===== config.mk =====
export PLATFORM = sky130hd
export DESIGN_NAME = mem_arbiter_flat
export DESIGN_NICKNAME = d
export VERILOG_FILES = /design/src/rtl/mem_arbiter_pkg.sv /design/src/rtl/mem_arbiter_if.sv /design/src/rtl/mem_arbiter_rr_pick2.sv /design/src/rtl/mem_arbiter.sv /design/src/flat_wrapper.sv
export SDC_FILE = /design/constraint.sdc
export NUM_CORES = 1
export LEC_CHECK = 0
export CAP_MARGIN = 40
export CORE_MARGIN = 2
export CORE_UTILIZATION = 37
export CTS_CLUSTER_SIZE = 25
export DETAILED_ROUTE_END_ITERATION = 8
export GPL_TIMING_DRIVEN = 1
export PLACE_DENSITY_LB_ADDON = 0.2
export SLEW_MARGIN = 20
export SYNTH_ARGS = -nofsm -noshare
export SYNTH_HDL_FRONTEND = slang
export SYNTH_HIERARCHICAL = 1
export SYNTH_SLANG_ARGS = --single-unit

===== constraint.sdc =====
create_clock -name clk -period 4.1 [get_ports clk]
set_input_delay 0.615 -clock clk [delete_from_list [all_inputs] [get_ports clk]]
set_output_delay 0.615 -clock clk [all_outputs]
set_load 0.02 [all_outputs]

===== src/rtl/mem_arbiter_pkg.sv =====
// mem_arbiter shared types.
// FSM state encoding and requester indices.
package mem_arb_pkg;

    typedef enum logic [2:0] {
        IDLE,
        ISSUE,
        WAIT,
        CAPT,
        DONE
    } state_e;

    localparam logic REQ_CPU  = 1'b0;
    localparam logic REQ_LOAD = 1'b1;

endpackage


===== src/rtl/mem_arbiter_if.sv =====
// Requester and memory-side bus of mem_arbiter.
// slave = arbiter side, master = requesters plus memory.
interface mem_arbiter_if #(
    parameter int AW = 32,
    parameter int DW = 32
);
    logic          boot;
    logic          req0;
    logic          req1;
    logic          we0;
    logic          we1;
    logic [AW-1:0] addr0;
    logic [AW-1:0] addr1;
    logic [DW-1:0] wdata0;
    logic [DW-1:0] wdata1;
    logic          gnt0;
    logic          gnt1;
    logic          done0;
    logic          done1;
    logic [DW-1:0] rdata;
    logic [AW-1:0] adress;
    logic [DW-1:0] data;
    logic          memRead;
    logic          memWrite;
    logic [DW-1:0] memOut;

    modport slave (
        input  boot, req0, req1, we0, we1,
        input  addr0, addr1, wdata0, wdata1, memOut,
        output gnt0, gnt1, done0, done1, rdata,
        output adress, data, memRead, memWrite
    );

    modport master (
        output boot, req0, req1, we0, we1,
        output addr0, addr1, wdata0, wdata1, memOut,
        input  gnt0, gnt1, done0, done1, rdata,
        input  adress, data, memRead, memWrite
    );
endinterface


===== src/rtl/mem_arbiter_rr_pick2.sv =====
// Combinational two-way round-robin chooser.
// On a tie the requester that did not win last time is picked.
module rr_pick2
    import mem_arb_pkg::*;
(
    input  logic [1:0] eligible,
    input  logic       last,
    output logic       valid,
    output logic       winner
);
    always_comb begin
        valid  = |eligible;
        winner = eligible[REQ_LOAD];
        if (&eligible) begin
            winner = ~last;
        end
    end
endmodule


===== src/rtl/mem_arbiter.sv =====
// Two-requester arbiter and sequencer for single-port main memory.
// Registered Moore outputs; fixed read latency of MEM_LAT cycles.
module mem_arbiter
    import mem_arb_pkg::*;
#(
    parameter int AW      = 32,
    parameter int DW      = 32,
    parameter int MEM_LAT = 1
) (
    input  logic          clk,
    input  logic          reset,
    mem_arbiter_if.slave  bus
);
    localparam int CW = (MEM_LAT > 1) ? $clog2(MEM_LAT) : 1;
    localparam logic [CW-1:0] CNT_LAST =
        CW'((MEM_LAT > 1) ? MEM_LAT - 2 : 0);

    state_e        state_q, state_d;
    logic          last_q, last_d;
    logic          win_q, win_d;
    logic          we_q, we_d;
    logic [AW-1:0] addr_q, addr_d;
    logic [DW-1:0] wdata_q, wdata_d;
    logic [DW-1:0] rdata_q, rdata_d;
    logic [CW-1:0] cnt_q, cnt_d;
    logic          gnt0_q, gnt0_d;
    logic          gnt1_q, gnt1_d;
    logic          done0_q, done0_d;
    logic          done1_q, done1_d;
    logic          rd_q, rd_d;
    logic          wr_q, wr_d;
    logic          pick_valid;
    logic          pick_winner;
    logic          busy;

    rr_pick2 u_pick (
        .eligible ({bus.req1, bus.req0 & ~bus.boot}),
        .last     (last_q),
        .valid    (pick_valid),
        .winner   (pick_winner)
    );

    always_comb begin
        state_d = state_q;
        last_d  = last_q;
        win_d   = win_q;
        we_d    = we_q;
        addr_d  = addr_q;
        wdata_d = wdata_q;
        rdata_d = rdata_q;
        cnt_d   = cnt_q;
        unique case (state_q)
            IDLE: begin
                if (pick_valid) begin
                    state_d = ISSUE;
                    win_d   = pick_winner;
                    if (pick_winner == REQ_LOAD) begin
                        we_d    = bus.we1;
                        addr_d  = bus.addr1;
                        wdata_d = bus.wdata1;
                    end else begin
                        we_d    = bus.we0;
                        addr_d  = bus.addr0;
                        wdata_d = bus.wdata0;
                    end
                end
            end
            ISSUE: begin
                cnt_d   = '0;
                state_d = (MEM_LAT > 1) ? WAIT : CAPT;
            end
            WAIT: begin
                // Stop counting once the last wait cycle is reached.
                if (cnt_q >= CNT_LAST) begin
                    state_d = CAPT;
                end else begin
                    cnt_d = cnt_q + 1'b1;
                end
            end
            CAPT: begin
                if (!we_q) begin
                    rdata_d = bus.memOut;
                end
                state_d = DONE;
            end
            DONE: begin
                last_d  = win_q;
                state_d = IDLE;
            end
            default: state_d = IDLE;
        endcase

        // Outputs decode the next state so they come straight from flops.
        busy    = (state_d != IDLE);
        gnt0_d  = busy && (win_d == REQ_CPU);
        gnt1_d  = busy && (win_d == REQ_LOAD);
        done0_d = (state_d == DONE) && (win_d == REQ_CPU);
        done1_d = (state_d == DONE) && (win_d == REQ_LOAD);
        rd_d    = (state_d == ISSUE) && !we_d;
        wr_d    = (state_d == ISSUE) && we_d;
    end

    always_ff @(posedge clk) begin
        if (reset) begin
            state_q <= IDLE;
            last_q  <= REQ_LOAD;
            win_q   <= REQ_CPU;
            we_q    <= 1'b0;
            addr_q  <= '0;
            wdata_q <= '0;
            rdata_q <= '0;
            cnt_q   <= '0;
            gnt0_q  <= 1'b0;
            gnt1_q  <= 1'b0;
            done0_q <= 1'b0;
            done1_q <= 1'b0;
            rd_q    <= 1'b0;
            wr_q    <= 1'b0;
        end else begin
            state_q <= state_d;
            last_q  <= last_d;
            win_q   <= win_d;
            we_q    <= we_d;
            addr_q  <= addr_d;
            wdata_q <= wdata_d;
            rdata_q <= rdata_d;
            cnt_q   <= cnt_d;
            gnt0_q  <= gnt0_d;
            gnt1_q  <= gnt1_d;
            done0_q <= done0_d;
            done1_q <= done1_d;
            rd_q    <= rd_d;
            wr_q    <= wr_d;
        end
    end

    assign bus.gnt0     = gnt0_q;
    assign bus.gnt1     = gnt1_q;
    assign bus.done0    = done0_q;
    assign bus.done1    = done1_q;
    assign bus.rdata    = rdata_q;
    assign bus.adress   = addr_q;
    assign bus.data     = wdata_q;
    assign bus.memRead  = rd_q;
    assign bus.memWrite = wr_q;
endmodule


===== src/flat_wrapper.sv =====
// flat-port wrapper written by rule: the top's interface ports become plain ports
module mem_arbiter_flat import mem_arb_pkg::*;
#(
    parameter int AW      = 32,
    parameter int DW      = 32,
    parameter int MEM_LAT = 1
)
  (clk, reset, bus_boot, bus_req0, bus_req1, bus_we0, bus_we1, bus_addr0, bus_addr1, bus_wdata0, bus_wdata1, bus_memOut, bus_gnt0, bus_gnt1, bus_done0, bus_done1, bus_rdata, bus_adress, bus_data, bus_memRead, bus_memWrite);
  mem_arbiter_if #(.AW(AW), .DW(DW)) bus_i ();
  input  logic clk;
  input  logic reset;
  input wire logic [$bits(bus_i.boot)-1:0] bus_boot;
  input wire logic [$bits(bus_i.req0)-1:0] bus_req0;
  input wire logic [$bits(bus_i.req1)-1:0] bus_req1;
  input wire logic [$bits(bus_i.we0)-1:0] bus_we0;
  input wire logic [$bits(bus_i.we1)-1:0] bus_we1;
  input wire logic [$bits(bus_i.addr0)-1:0] bus_addr0;
  input wire logic [$bits(bus_i.addr1)-1:0] bus_addr1;
  input wire logic [$bits(bus_i.wdata0)-1:0] bus_wdata0;
  input wire logic [$bits(bus_i.wdata1)-1:0] bus_wdata1;
  input wire logic [$bits(bus_i.memOut)-1:0] bus_memOut;
  output wire logic [$bits(bus_i.gnt0)-1:0] bus_gnt0;
  output wire logic [$bits(bus_i.gnt1)-1:0] bus_gnt1;
  output wire logic [$bits(bus_i.done0)-1:0] bus_done0;
  output wire logic [$bits(bus_i.done1)-1:0] bus_done1;
  output wire logic [$bits(bus_i.rdata)-1:0] bus_rdata;
  output wire logic [$bits(bus_i.adress)-1:0] bus_adress;
  output wire logic [$bits(bus_i.data)-1:0] bus_data;
  output wire logic [$bits(bus_i.memRead)-1:0] bus_memRead;
  output wire logic [$bits(bus_i.memWrite)-1:0] bus_memWrite;
  assign bus_i.boot = bus_boot;
  assign bus_i.req0 = bus_req0;
  assign bus_i.req1 = bus_req1;
  assign bus_i.we0 = bus_we0;
  assign bus_i.we1 = bus_we1;
  assign bus_i.addr0 = bus_addr0;
  assign bus_i.addr1 = bus_addr1;
  assign bus_i.wdata0 = bus_wdata0;
  assign bus_i.wdata1 = bus_wdata1;
  assign bus_i.memOut = bus_memOut;
  assign bus_gnt0 = bus_i.gnt0;
  assign bus_gnt1 = bus_i.gnt1;
  assign bus_done0 = bus_i.done0;
  assign bus_done1 = bus_i.done1;
  assign bus_rdata = bus_i.rdata;
  assign bus_adress = bus_i.adress;
  assign bus_data = bus_i.data;
  assign bus_memRead = bus_i.memRead;
  assign bus_memWrite = bus_i.memWrite;
  mem_arbiter #(.AW(AW), .DW(DW), .MEM_LAT(MEM_LAT)) u_core (.clk(clk), .reset(reset), .bus(bus_i));
endmodule

==> flow_summary.toml <==
[floorplanning]
die_area_mm2 = 0.0125
initial_utilization = 0.378
die_w_um = 112
die_h_um = 112
ios = 269
fp.coreArea_mm2 = 0.0114
rows = 39

[synth]
synth_adder_area_share = 0
syn_inst = 465
ys_seq_area_frac = 0.501
synth_compound_area_frac = 0.159
syn_nets = 632
synth_top_family_by_area = "compound AO/OA/AOI/OAI gates"
synth-async-reset-ratio = 0
synth_xor_area_frac = 0.00203
ys_ff_latch = 108
avgSynthCellArea_um2 = 9.28
yosys_warnings = 6
synth_flop_cell = "dfxtp_1"
synth_edf_count = 0
synth-simple-area-share = 0.140
ys_types = 24
muxShareOfSynthArea = 0.153
synth_area_mm2 = 0.00432

[layout]
drive_gt1_frac = 0.0365
fin_util = 0.645
diodes = 0
area_growth_pct = 70.6
final_common_cell = "clkdlybuf4s50_1"
nNetsFinal = 875
final_cell_mix = "clkdlybuf4s50_1 (267), dfxtp_1 (108), nor2_1 (69), mux2i_1 (66), a211oi_1 (65)"

[placement]
gp_congestion = 0.773
hpwl_um = 9860
port_buffers = 268
dp_slack_ns = 1.27

[drt]
detail-route-antenna-nets = 0
dr.pass1.iters = 4
drt_iter0_drc = 192
route.met2.wl_um = 6640
vias = 4188
wl_met3_um = 1240
drc_errors = 0
wl_per_cell_um = 15.2
top_layer_used = "met4"
drt_wl_total_um = 13000
via_per_inst = 4.89
met1_length_um = 4800

[clock_network]
clk_latency_ns = 0.34
cts_buffers = 9
cts_resized = 0
holdBufCountCts = 0
cts.reportedPaths.clkPinSlew_ns = 0.07
cts_max_level = 3
cts_buffer_depth = 2
postCtsSetupBuffers = 0
clock-sinks = 108
cts_tree = "built"
root_buffer = "clkbuf_16"

[global_route]
grt_max_degree = 81
grt_pass1_wl_um = 20400
antenna_found_initial = 0
grt_pass1_vias = 4209
track_usage = 0.204
grt_overflow = 0

[status]
status = "finished clean"

[worst_setup_path]
setup.worst_path.start_class = "input pin"
cp-end-kind = "register"
worstSetupPathType = "in2reg"
cp_data_arrival_time_ns = 2.71
cp_max_fo = 80
cp_data_required_time_ns = 4.35

[timing]
slew_headroom = 0.530
skew_ns = 0.00657
timing.final.ws_setup_ns = 1.64
rsz0062_at_grt = "false"
min_period_over_period = 0.600
tightest_slew_ns = 0.705
finalMaxSlewViolations = 0
hold_viol = 0
setup_violations = 0
setup_tns_ns = 0
maxClockFrequency_ghz = 0.407
period_needed_ns = 2.46

[power_and_ir_drop]
max-vdd-ir-drop_uv = 233
power_leakage_nw = 2.72
p_per_area_mw_per_mm2 = 420
p_total_mw = 3.09

[flow_run]
maxCapViolCount = 0

[worst_hold_path]
hp-class = "reg2reg"
==> where the power goes <==
group / switching (mW) / internal [mW] / total, mW
Combinational: 0.469 / 0.489 / 0.958
Sequential: 0.0772 / 1.18 / 1.26
Clock: 0.368 / 0.505 / 0.873
Total: 0.914 / 2.18 / 3.09
==> path summary, 6_finish.rpt <==
path / from / to / slack, ns / depth (start not counted)
worst min register to register: u_core/bus.rdata[15] / u_core/bus.rdata[15] / 0.45 / 2
worst max register to register: u_core/state_q[0] / u_core/bus.data[9] / 2.29 / 4
worst min-delay path: u_core/bus.rdata[15] / u_core/bus.rdata[15] / 0.45 / 2
worst max-delay path: bus_req0 / u_core/bus.data[9] / 1.64 / 7
==> critical path, cell delays in order <==
cell and delay [ns]:
clkdlybuf4s50_1 0.44, nor2b_1 0.27, or2_1 0.17, nor4b_4 0.21
buf_4 0.61, nor2_1 0.09, a211oi_1 0.25
==> state kept, by name, indices dropped and copies added, names as in the netlist, 3 cells and up <==
register	flops
u_core/bus.rdata	32
u_core/bus.adress	32
u_core/state_q	3
u_core/bus.data	32
==> cell usage after synthesis, types with 2 or more instances <==
library cell  number  share of area
nor2b_1            3         0.0043
nor2_1            69          0.060
clkbuf_1          19          0.017
a21oi_1           33          0.038
a211oi_1          65           0.11
buf_4              2         0.0035
dfxtp_1          108           0.50
nand2_1           64          0.056
mux2i_1           66           0.15
buf_2             22          0.026
==> stage by stage <==
| stage | instances | hold WS (ns) | instance area [µm²] |
|---|---|---|---|
| finish | 856 | 0.452 | 7360 |
| global route | 856 | 0.478 | 7360 |
| CTS | 856 | 0.456 | 7360 |
| detailed placement | 840 | 0.446 | 7060 |
| global placement | 840 | 0.441 | 7060 |
| floorplan | 465 | 0.426 | 4320 |
==> cell type report <==
cell class	count	area, µm²
multi-input combinational	314	1980
clock buffer	12	256
timing repair buffer	275	2730
fill	966	4060
tap	143	179
clock inverter	4	47.5
sequential	108	2160
==> cells by family after synthesis <==
logic type | Yosys count
mux | 66
compound gates | 102
buf+inv | 43
xor+xnor | 1
simple gates | 145
flops | 108
==> metal layers <==
layer,GRT usage,vias up
met2,0.373,181
met1,0.215,1875
li1,-,2113
met5,0,-
met3,0.0670,19
met4,0.0846,0
(Power assumes the default switching activity.)
